**config.mk**
```make
export PLATFORM = sky130hd
export DESIGN_NAME = bsg_cache_dma_arb
export DESIGN_NICKNAME = d
export VERILOG_FILES = /design/src/rtl/bsg_cache_dma_arb.sv
export SDC_FILE = /design/constraint.sdc
export NUM_CORES = 1
export LEC_CHECK = 0
export CAP_MARGIN = 20
export CORE_AREA = 2 2 219 221
export DETAILED_ROUTE_END_ITERATION = 6
export DIE_AREA = 0 0 221 223
export HOLD_SLACK_MARGIN = 0.12
export SLEW_MARGIN = 0
export SYNTH_ARGS = -nofsm -noshare
export SYNTH_HDL_FRONTEND = slang
export SYNTH_HIERARCHICAL = 1
export SYNTH_SLANG_ARGS = --single-unit
```
**constraint.sdc**
```tcl
create_clock -name clk_i -period 4.2 [get_ports clk_i]
set_clock_uncertainty 0.1 [all_clocks]
set_input_delay 0.63 -clock clk_i [delete_from_list [all_inputs] [get_ports clk_i]]
set_output_delay 0.63 -clock clk_i [all_outputs]
set_load 0.05 [all_outputs]
```
**src/rtl/bsg_cache_dma_arb.sv**
```systemverilog
// Shares one memory-side DMA channel among num_cache_p cache DMA engines.
// Define BSG_CACHE_DMA_ARB_FIXED_PRIO_EN for lowest-index-wins arbitration instead of round-robin.

module bsg_cache_dma_arb_id_fifo #(
  parameter int els_p   = 4,
  parameter int width_p = 1
) (
  input  logic               clk_i,
  input  logic               reset_i,
  input  logic               push_i,
  input  logic [width_p-1:0] data_i,
  input  logic               pop_i,
  output logic [width_p-1:0] data_o,
  output logic               empty_o,
  output logic               full_o
);
  localparam int ptr_w = (els_p > 1) ? $clog2(els_p) : 1;
  localparam int cnt_w = $clog2(els_p + 1);

  logic [els_p-1:0][width_p-1:0] mem_r;
  logic [ptr_w-1:0]              rd_ptr_r, wr_ptr_r;
  logic [cnt_w-1:0]              cnt_r;

  always_ff @(posedge clk_i) begin
    if (reset_i) begin
      rd_ptr_r <= '0;
      wr_ptr_r <= '0;
      cnt_r    <= '0;
    end else begin
      if (push_i) begin
        mem_r[wr_ptr_r] <= data_i;
        wr_ptr_r <= (wr_ptr_r == ptr_w'(els_p-1)) ? '0 : wr_ptr_r + ptr_w'(1);
      end
      if (pop_i)
        rd_ptr_r <= (rd_ptr_r == ptr_w'(els_p-1)) ? '0 : rd_ptr_r + ptr_w'(1);
      if (push_i & ~pop_i)
        cnt_r <= cnt_r + cnt_w'(1);
      else if (~push_i & pop_i)
        cnt_r <= cnt_r - cnt_w'(1);
    end
  end

  assign data_o  = mem_r[rd_ptr_r];
  assign empty_o = (cnt_r == '0);
  assign full_o  = (cnt_r == cnt_w'(els_p));
endmodule

module bsg_cache_dma_arb #(
  parameter int num_cache_p           = 4,
  parameter int addr_width_p          = 32,
  parameter int data_width_p          = 32,
  parameter int block_size_in_words_p = 8,
  parameter int burst_len_p           = 1,
  parameter int id_fifo_els_p         = 4,
  parameter int pkt_width_lp          = 1 + addr_width_p + block_size_in_words_p
) (
  input  logic                                 clk_i,
  input  logic                                 reset_i,
  input  logic [num_cache_p*pkt_width_lp-1:0]  dma_pkt_i,
  input  logic [num_cache_p-1:0]               dma_pkt_v_i,
  output logic [num_cache_p-1:0]               dma_pkt_yumi_o,
  output logic [num_cache_p*data_width_p-1:0]  dma_data_o,
  output logic [num_cache_p-1:0]               dma_data_v_o,
  input  logic [num_cache_p-1:0]               dma_data_ready_i,
  input  logic [num_cache_p*data_width_p-1:0]  dma_data_i,
  input  logic [num_cache_p-1:0]               dma_data_v_i,
  output logic [num_cache_p-1:0]               dma_data_yumi_o,
  output logic [pkt_width_lp-1:0]              mem_pkt_o,
  output logic                                 mem_pkt_v_o,
  input  logic                                 mem_pkt_yumi_i,
  input  logic [data_width_p-1:0]              mem_data_i,
  input  logic                                 mem_data_v_i,
  output logic                                 mem_data_ready_o,
  output logic [data_width_p-1:0]              mem_data_o,
  output logic                                 mem_data_v_o,
  input  logic                                 mem_data_yumi_i
);
  localparam int id_w  = $clog2(num_cache_p);
  localparam int cnt_w = (burst_len_p > 1) ? $clog2(burst_len_p) : 1;

  typedef struct packed {
    logic                             write_not_read;
    logic [addr_width_p-1:0]          addr;
    logic [block_size_in_words_p-1:0] mask;
  } dma_pkt_s;

  dma_pkt_s [num_cache_p-1:0]                   pkts;
  logic     [num_cache_p-1:0][data_width_p-1:0] evict_data;
  assign pkts       = dma_pkt_i;
  assign evict_data = dma_data_i;

  logic                   rd_full, wr_full, rd_empty, wr_empty;
  logic                   rd_push, wr_push, rd_pop, wr_pop;
  logic [id_w-1:0]        head_r, head_w, win, lock_id_r;
  logic                   lock_r, arb_v, pkt_accept;
  logic [num_cache_p-1:0] elig;
  int                     idx;

  // Fullness comes from registered occupancy, so a same-cycle pop never frees a slot.
  for (genvar i = 0; i < num_cache_p; i++) begin : g_lane
    assign elig[i] = dma_pkt_v_i[i] & (pkts[i].write_not_read ? ~wr_full : ~rd_full);
  end

`ifndef BSG_CACHE_DMA_ARB_FIXED_PRIO_EN
  logic [id_w-1:0] rr_ptr_r;
`endif

  always_comb begin
    win   = '0;
    arb_v = |elig;
    idx   = 0;
`ifdef BSG_CACHE_DMA_ARB_FIXED_PRIO_EN
    for (int i = num_cache_p-1; i >= 0; i--)
      if (elig[i]) win = id_w'(i);
`else
    for (int k = num_cache_p-1; k >= 0; k--) begin
      idx = int'(rr_ptr_r) + k;
      if (idx >= num_cache_p) idx = idx - num_cache_p;
      if (elig[idx]) win = id_w'(idx);
    end
`endif
    if (lock_r) begin
      win   = lock_id_r;
      arb_v = elig[lock_id_r];
    end
  end

  assign mem_pkt_v_o = arb_v & ~reset_i;
  assign mem_pkt_o   = pkts[win];
  assign pkt_accept  = mem_pkt_v_o & mem_pkt_yumi_i;
  assign rd_push     = pkt_accept & ~pkts[win].write_not_read;
  assign wr_push     = pkt_accept &  pkts[win].write_not_read;

  always_comb begin
    dma_pkt_yumi_o = '0;
    if (pkt_accept) dma_pkt_yumi_o[win] = 1'b1;
  end

  always_ff @(posedge clk_i) begin
    if (reset_i) begin
      lock_r    <= 1'b0;
      lock_id_r <= '0;
    end else if (pkt_accept) begin
      lock_r    <= 1'b0;
    end else if (mem_pkt_v_o) begin
      lock_r    <= 1'b1;
      lock_id_r <= win;
    end
  end

`ifndef BSG_CACHE_DMA_ARB_FIXED_PRIO_EN
  always_ff @(posedge clk_i) begin
    if (reset_i)
      rr_ptr_r <= '0;
    else if (pkt_accept)
      rr_ptr_r <= (win == id_w'(num_cache_p-1)) ? '0 : win + id_w'(1);
  end
`endif

  bsg_cache_dma_arb_id_fifo #(.els_p(id_fifo_els_p), .width_p(id_w)) rd_fifo (
    .clk_i, .reset_i, .push_i(rd_push), .data_i(win), .pop_i(rd_pop),
    .data_o(head_r), .empty_o(rd_empty), .full_o(rd_full)
  );

  bsg_cache_dma_arb_id_fifo #(.els_p(id_fifo_els_p), .width_p(id_w)) wr_fifo (
    .clk_i, .reset_i, .push_i(wr_push), .data_i(win), .pop_i(wr_pop),
    .data_o(head_w), .empty_o(wr_empty), .full_o(wr_full)
  );

  // Fill path: memory beat is broadcast, only the read-FIFO head sees valid.
  logic [cnt_w-1:0] fill_cnt_r, evict_cnt_r;
  logic             fill_beat, fill_last, evict_beat, evict_last;

  assign dma_data_o       = {num_cache_p{mem_data_i}};
  assign mem_data_ready_o = ~rd_empty & dma_data_ready_i[head_r];
  assign fill_beat        = mem_data_v_i & mem_data_ready_o;
  assign fill_last        = (fill_cnt_r == cnt_w'(burst_len_p-1));
  assign rd_pop           = fill_beat & fill_last;

  always_comb begin
    dma_data_v_o         = '0;
    dma_data_v_o[head_r] = mem_data_v_i & ~rd_empty;
  end

  assign mem_data_v_o = ~wr_empty & dma_data_v_i[head_w];
  assign mem_data_o   = evict_data[head_w];
  assign evict_beat   = mem_data_v_o & mem_data_yumi_i;
  assign evict_last   = (evict_cnt_r == cnt_w'(burst_len_p-1));
  assign wr_pop       = evict_beat & evict_last;

  always_comb begin
    dma_data_yumi_o         = '0;
    dma_data_yumi_o[head_w] = evict_beat;
  end

  always_ff @(posedge clk_i) begin
    if (reset_i) begin
      fill_cnt_r  <= '0;
      evict_cnt_r <= '0;
    end else begin
      if (fill_beat)  fill_cnt_r  <= fill_last  ? '0 : fill_cnt_r  + cnt_w'(1);
      if (evict_beat) evict_cnt_r <= evict_last ? '0 : evict_cnt_r + cnt_w'(1);
    end
  end
endmodule

```
==> summary.md, run 1 <==
| Metric | Value |
|---|---|
| CTS tree | `done` |
| Initial Utilization | `11.1%` |
| Power Density | `502 mW/mm²` |
| Startpoint types | `input pin` |
| Htree depth | `2` |
| Combinational power share | `82.7%` |
| CP top delay family | `buffers and inverters` |
| Routed length per instance | `18.8 µm` |
| Drt via density | `3.56` |
| R2r startpoint | `rd_fifo/cnt_r[0]` |
| Drt total wl | `26900 µm` |
| CP most frequent cell | `buf_4` |
| Critical path type | `input pin to output port` |
| Fillers | `5127` |
| Final nets | `1171` |
| Clk slew on worst S/H paths | `0.06 ns` |
| DR vias | `5096` |
| TritonCTS Buffers | `5` |
| Most common cell after layout, fill and taps aside | `clkdlybuf4s50_1` |
| Layout cells sized above 1 | `21.0%` |
| Critical-path maximum fanout | `37` |
| Placer Congestion | `0.873` |
| Drt first-iter violations | `180` |
| Die Wd | `221 µm` |
| Fmax | `243 MHz` |
| Register area | `861 µm²` |
| CTS sink cnt | `35` |
| Post-Layout Cell Count | `1430` |
| Site row count | `80` |
| Slew HR | `58.6%` |
| Die Y | `223 µm` |
| Flop pwr share | `9.9%` |
| Syn Nets | `873` |
| CP required | `3.47 ns` |
| Peak VDD IR | `0.000262 V` |
| Buf/Inv on CP | `6` |
| First-pass GRT wire length | `37400 µm` |
| Slew Limit Fails | `0` |
| YS warnings | `6` |
| Arrival time at the worst endpoint | `3.38 ns` |
| Postcts setup bufs | `0` |
| Power Internal | `2.53 mW` |
| Worst-path cell chain | `clkdlybuf4s50_1 -> mux2_4 -> or3_1 -> o2111a_1 -> o21a_1 -> clkinv_2 -> buf_4 -> buf_16 -> mux2i_2 -> buf_4 -> buf_12` |
| Maximum number of pins on one net before global-route repair | `38` |
| Min-Delay Startpoint | `rd_fifo/cnt_r[2]` |
| Post-route ant nets | `0` |
| Post-synthesis cell type count | `46` |
| Critical path launch point | `dma_pkt_i[40]` |
| Skew-Pair Late Insertion Delay | `0.27 ns` |
| Status | `completed` |
| DRT Pass-1 Iters | `4` |
| Final Hold Vio Count | `0` |
| I/O Buffers | `396` |
| Number of synthesized flops with an enable pin | `16` |
| Total power | `4.92 mW` |
| CP max-delay cell | `clkdlybuf4s50_1` |
| Switching Power | `2.40 mW` |
| Root Buffer | `clkbuf_16` |
| Synthesized area | `0.00522 mm²` |
| Tmin final | `4.11 ns` |
| Seq/Total Area, Yosys | `16.5%` |
| P&R area growth vs syn | `88.2%` |
| DP Wirelength | `24700 µm` |
| Commonest cells after routing, fill and taps aside | `clkdlybuf4s50_1, mux2i_1, buf_4` |
| Least-Margin Pin Slew | `0.619 ns` |
| Area of the multi-input gates | `0.00321 mm²` |
| Post-synth top flop | `dfxtp_1` |
| Register bit total from synthesis | `35` |
| Gr usage total | `10.4%` |
| Die ar. | `0.0493 mm²` |
| Placed cells | `1420` |
| Worst min path class | `register to register` |
| Core ar. | `0.0471 mm²` |
| Crit share post-route | `98.0%` |
| Drt drc | `0` |
| Initial antenna violation count | `3` |
| Gate Count Post-Synth | `514` |
| Setup violators final | `0` |
| Ys async rst share | `0%` |
| Maxcap violations | `0` |
| Synth Area per Inst | `10.1 µm²` |
| Max stage delay on crit path | `0.51 ns` |
| Vias in the first global route | `5648` |
| CP endpoint kind | `output port` |
| RSZ-0062 raised after global routing | `true` |
| Pleak | `4.00 nW` |
| IO Pins | `557` |
| Clk pwr share | `7.4%` |
| Max clock buf depth | `2` |
| Switch share | `48.7%` |
| Total grt overflow | `0` |
-- sequential cells by signal, summed over array words and instances (netlist names) --
| signal | count |
|---|---|
| rd_fifo/wr_ptr_r | 2 |
| rd_fifo/cnt_r | 3 |
| wr_fifo/mem_r | 8 |
| rd_fifo/mem_r | 8 |
| rr_ptr_r | 2 |
| wr_fifo/wr_ptr_r | 2 |
| lock_id_r | 2 |
| rd_fifo/rd_ptr_r | 2 |
| wr_fifo/cnt_r | 3 |
| lock_r | 1 |
| wr_fifo/rd_ptr_r | 2 |
-- worst paths after layout --
check                endpoint  cells after the start  slack, ns
min          rd_fifo/cnt_r[2]                      2       0.40
max reg2reg  wr_fifo/cnt_r[2]                     15       0.49
max             mem_pkt_o[37]                     11       0.09
min reg2reg  rd_fifo/cnt_r[2]                      2       0.40
-- tightest hold or removal path: stages (launching register included) --
cell	delay, ns
dfxtp_1	0.32
o21ai_0	0.07
a21oi_1	0.06
-- synthesized netlist by cell type (all sizes together), types with 2 or more instances --
library cell	instances	area [µm²]
buf	147	1090
mux2i	136	1360
mux4	38	856
nor2	20	75.1
dfxtp	19	380
and2	17	106
edfxtp	16	480
ha	16	200
inv	14	52.6
nand2	11	41.3
a21oi	8	40.0
nor2b	8	50.1
nor3b	8	60.1
nand2b	7	43.8
clkbuf	5	18.8
and3	4	25.0
xor2	4	35.0
nor3	3	15.0
o21ai	3	15.0
or3	3	18.8
a211oi	2	15.0
a22oi	2	15.0
a32oi	2	17.5
a41oi	2	17.5
fa	2	40.0
nand3b	2	15.0
-- timing repair --
item / in CTS / in global routing
resized for setup: 2 / 6
endpoints found under the setup margin: 2 / 15
hold buffers: 0 / 0
-- per-layer routing --
metal	up-vias	share of wire [%]	track usage [%]
met5	-	0	0.489
met4	0	4.9	4.50
met3	42	10	3.81
met2	424	58	21.9
met1	2291	27	8.23
li1	2339	-	-
-- per-stage QoR --
step | TNS, ns | util, % | worst slack, ns | hold slack (ns) | area, µm²
2_1_floorplan | 0 | - | 0.133 | 0.356 | 5230
3_3_place_gp | -0.149 | 20.4 | -0.0806 | 0.376 | 9630
3_5_place_dp | -0.319 | 20.4 | -0.158 | 0.394 | 9630
4_1_cts | 0 | 20.8 | 0.00784 | 0.402 | 9780
5_1_grt | -0.0625 | 20.8 | -0.0179 | 0.434 | 9810
6_report | 0 | 20.8 | 0.0857 | 0.398 | 9810
-- power groups by stage --
stage	Combinational (mW)	Clock, mW	Sequential [mW]
3_3_place_gp	4.12	0	0.491
2_1_floorplan	2.54	0	0.480
3_5_place_dp	4.14	0	0.496
6_report	4.07	0.363	0.489
5_1_grt	4.30	0.393	0.502
4_1_cts	4.16	0.374	0.489
-- cell families (layout without fill, tap and decap cells) --
family                   after synthesis  count (layout)  share of synthesized area [%]
XOR/XNOR                               4               4                          0.672
AO/OA/AOI/OAI                         29              29                           4.05
AND/OR/NAND/NOR                       86              86                           9.02
flip-flops                            35              35                           16.5
buffers and inverters                167             466                           22.4
adder cells (fa/ha/maj)               18              18                           4.61
multiplexers                         175             175                           42.8
other                                  0               2                              0
-- cell type report --
cell class,count,share of cell area (%)
clock inverters,3,0.242
multi-input cells,312,32.8
clock buffers,5,1.27
diodes,2,0.0510
repair buffers,443,48.5
inverters,15,0.612
well taps,615,7.84
flip-flops and latches,35,8.77
Power figures use the tool's default switching activity.
==> run 2, diff against run 1 <==
--- a/config.mk
+++ b/config.mk
@@ -5,11 +5,14 @@
 export SDC_FILE = /design/constraint.sdc
 export NUM_CORES = 1
 export LEC_CHECK = 0
-export CAP_MARGIN = 20
-export CORE_AREA = 2 2 219 221
+export ABC_AREA = 1
+export CELL_PAD_IN_SITES_DETAIL_PLACEMENT = 1
+export CELL_PAD_IN_SITES_GLOBAL_PLACEMENT = 2
+export CORE_AREA = 2 2 217 219
 export DETAILED_ROUTE_END_ITERATION = 6
-export DIE_AREA = 0 0 221 223
+export DIE_AREA = 0 0 219 221
 export HOLD_SLACK_MARGIN = 0.12
+export PLACE_DENSITY_LB_ADDON = 0.1
 export SLEW_MARGIN = 0
 export SYNTH_ARGS = -nofsm -noshare
 export SYNTH_HDL_FRONTEND = slang
==> summary.md, run 2 <==
| Metric | Value |
|---|---|
| RSZ-0062 raised after global routing | `false` |
| Post-Layout Cell Count | `1751 (+22%)` |
| Number of synthesized flops with an enable pin | `16 (unchanged)` |
| Drt via density | `3.82 (+7.2%)` |
| CP endpoint kind | `output port` |
| Routed length per instance | `16.9 µm (-10%)` |
| Drt drc | `0 (unchanged)` |
| Critical path type | `register to output port` |
| Worst min path class | `register to register` |
| Postcts setup bufs | `0 (unchanged)` |
| Critical R2R Capture | `wr_fifo/cnt_r[2]` |
| DR vias | `6690 (+31%)` |
| YS warnings | `6 (unchanged)` |
| Syn Nets | `1251 (+43%)` |
| Die Wd | `219 µm (-0.90%)` |
| CP required | `3.47 ns (about the same)` |
| Slew HR | `53.5% (-5.1 points)` |
| DRT Pass-1 Iters | `4 (unchanged)` |
| Maxcap violations | `0 (unchanged)` |
| Final Hold Vio Count | `0 (unchanged)` |
| Worst Setup EP | `mem_data_o[30]` |
| Slew Limit Fails | `0 (unchanged)` |
| Arrival time at the worst endpoint | `3.19 ns (-0.19 ns)` |
| Critical path launch point | `wr_fifo/rd_ptr_r[0]` |
| Setup violators final | `0 (unchanged)` |
| Seq/Total Area, Yosys | `15.4% (-1.1 points)` |
| Total grt overflow | `0 (unchanged)` |
| Core ar. | `0.0461 mm² (-2.3%)` |
| Clk slew on worst S/H paths | `0.06 ns (about the same)` |
| Gate Count Post-Synth | `892 (+74%)` |
| Placed cells | `1742 (+23%)` |
| TritonCTS Buffers | `5 (unchanged)` |
| Peak VDD IR | `0.000243 V (-7.4%)` |
| Flop-to-flop setup slack | `0.68 ns (+0.19 ns)` |
| Final nets | `1501 (+28%)` |
| Register bit total from synthesis | `35 (unchanged)` |
| Pleak | `4.20 nW (+5.2%)` |
| Synth top area share | `17.3% (-8.8 points)` |
| Drt first-iter violations | `205 (+14%)` |
| Status | `completed` |
| Vias in the first global route | `6847 (+21%)` |
| CTS tree | `done` |
| Least-Margin Pin Slew | `0.698 ns (+0.0791 ns)` |
| Synth area leader | `buf_4` |
| Commonest cells after routing, fill and taps aside | `clkdlybuf4s50_1, nand2_1, inv_1` |
| R2r startpoint | `rd_fifo/cnt_r[0]` |
| First-pass GRT wire length | `43100 µm (+15%)` |
| Synth Area per Inst | `6.26 µm² (-38%)` |
| Initial Utilization | `12.1% (+1.1 points)` |
| Fmax | `255 MHz (+5.0%)` |
| Post-synthesis cell type count | `31 (-33%)` |
| Die ar. | `0.0484 mm² (-1.8%)` |
| Startpoint types | `register` |
| Main area contributors after synthesis | `buf_4, nand2_1, o211ai_1, nand3_1, inv_1` |
| IO Pins | `557 (unchanged)` |
| Root Buffer | `clkbuf_16` |
| Power Density | `615 mW/mm² (+23%)` |
| Htree depth | `2 (unchanged)` |
| Layout cells sized above 1 | `9.62% (-11 points)` |
| Die Y | `221 µm (-0.90%)` |
| Top-count cell post-synth | `nand2_1` |
| Tmin final | `3.92 ns (-0.197 ns)` |
| Gr usage total | `11.7% (+1.3 points)` |
| Post-route ant nets | `0 (unchanged)` |
| Post-synth top flop | `dfxtp_1` |
| Skew-Pair Late Insertion Delay | `0.28 ns (about the same)` |
| Placer Congestion | `0.802 (-8.2%)` |
| Cell count of the worst reg-to-reg path | `25 (+10)` |
| Crit share post-route | `93.3% (-4.7 points)` |
| Post-synth top cells | `nand2_1, inv_1, buf_4` |
| Synthesized area | `0.00559 mm² (+7.1%)` |
| Total power | `6.13 mW (+25%)` |
| Critical-path maximum fanout | `63 (+70%)` |
| DP Wirelength | `25100 µm (+1.6%)` |
| Maximum number of pins on one net before global-route repair | `64 (+68%)` |
| I/O Buffers | `396 (unchanged)` |
| Drt total wl | `29600 µm (+9.8%)` |
| Top Registers | `rd_fifo/mem_r: 8 flops, wr_fifo/mem_r: 8 flops` |
| Max clock buf depth | `2 (unchanged)` |
| Most common cell after layout, fill and taps aside | `clkdlybuf4s50_1` |
| Ys async rst share | `0% (unchanged)` |
| CTS sink cnt | `35 (unchanged)` |
| Site row count | `79 (-1.3%)` |
| Initial antenna violation count | `7 (+4)` |
| P&R area growth vs syn | `78.5%` |
## run 2: cell types whose count changed in the layout (fill, tap and decap cells not counted), moves of 14 or more
cell,delta
buf_4,-35
mux4_2,-38
a22oi_1,+31
mux2i_1,-132
o211ai_1,+82
nand3_1,+109
o21ai_0,+14
nand2_1,+163
nor2_1,+25
inv_1,+120
and2_1,-17
## run 2: repair_timing
action                                  4_1_cts  5_1_grt
resized for setup                             0        1
hold buffers                                  0        0
endpoints found under the setup margin        0        1
## run 2: critical path, cell delays in order, from the launching register on
cell and delay, ns:
dfxtp_1 0.49, o21ai_0 0.24, o22ai_4 0.38, buf_4 0.63, nand3_1 0.15, nand3_1 0.12, clkdlybuf4s50_1 0.84
## run 2: kinds of logic (layout without fill, tap and decap cells)
family                     Yosys count  count (layout)  synth area share (%)
DFF                                 35              35                  15.4
adders and majority gates           18              18                  4.30
and+or+nand+nor                    363             363                  28.3
buffers and inverters              315             566                  32.0
AOI/OAI and AO/OA                  159             159                  19.6
xor gates and xnor gates             2               2                 0.314
other                                0               1                     0
## run 2: worst min-delay path by stage
stage,startpoint,to,slack (ns),cells after the start
2_1_floorplan,rd_fifo/rd_ptr_r[1],rd_fifo/rd_ptr_r[1],0.38,2
3_3_place_gp,wr_fifo/wr_ptr_r[1],wr_fifo/wr_ptr_r[1],0.43,2
3_5_place_dp,rd_fifo/rd_ptr_r[1],rd_fifo/rd_ptr_r[1],0.42,2
4_1_cts,rd_fifo/rd_ptr_r[1],rd_fifo/rd_ptr_r[1],0.43,2
5_1_grt,wr_fifo/wr_ptr_r[1],wr_fifo/wr_ptr_r[1],0.47,2
6_report,rd_fifo/rd_ptr_r[1],rd_fifo/rd_ptr_r[1],0.43,2
## run 2: metrics by stage
| step | setup WS (ns) | instance area, µm² | util [%] | setup TNS [ns] | hold slack (ns) |
|---|---|---|---|---|---|
| after floorplan | -0.0208 | 5590 | - | -0.0417 | 0.383 |
| final | 0.283 | 9980 | 21.7 | 0 | 0.435 |
| after detailed placement | 0.225 | 9790 | 21.3 | 0 | 0.422 |
| after global routing | 0.0139 | 9980 | 21.7 | 0 | 0.470 |
| after CTS | 0.178 | 9970 | 21.6 | 0 | 0.434 |
| after global placement | 0.251 | 9790 | 21.3 | 0 | 0.425 |
## run 2: area by class of cell
cell class	instances	area (µm²)
Tap cell	607	759
Fill cell	5554	36100
Antenna cell	1	2.50
Inverter	139	522
Multi-Input combinational cell	542	2980
Clock inverter	2	35.0
Clock buffer	6	139
Timing Repair Buffer	419	4680
Sequential cell	35	861
## run 2: power by group
part / switching, mW / internal, mW
logic: 3.21 / 2.00
clock network: 0.141 / 0.295
registers: 0.0625 / 0.420
## run 2: per-layer routing
layer | part of all wire [%] | track usage [%] | vias to the layer above | wire (µm)
li1 | - | - | 3332 | -
met1 | 39 | 12.8 | 3021 | 11400
met2 | 49 | 20.7 | 310 | 14500
met3 | 11 | 5.68 | 17 | 3390
met4 | 0.62 | 1.50 | 10 | 184
met5 | 0.23 | 0 | - | 68
==> run 3, diff against run 2 <==
--- a/config.mk
+++ b/config.mk
@@ -9,6 +9,7 @@
 export CELL_PAD_IN_SITES_DETAIL_PLACEMENT = 1
 export CELL_PAD_IN_SITES_GLOBAL_PLACEMENT = 2
 export CORE_AREA = 2 2 217 219
+export CTS_CLUSTER_SIZE = 14
 export DETAILED_ROUTE_END_ITERATION = 6
 export DIE_AREA = 0 0 219 221
 export HOLD_SLACK_MARGIN = 0.12
==> results of run 3 <==
No change in the layout: final DEF, timing and power equal those of run 2.
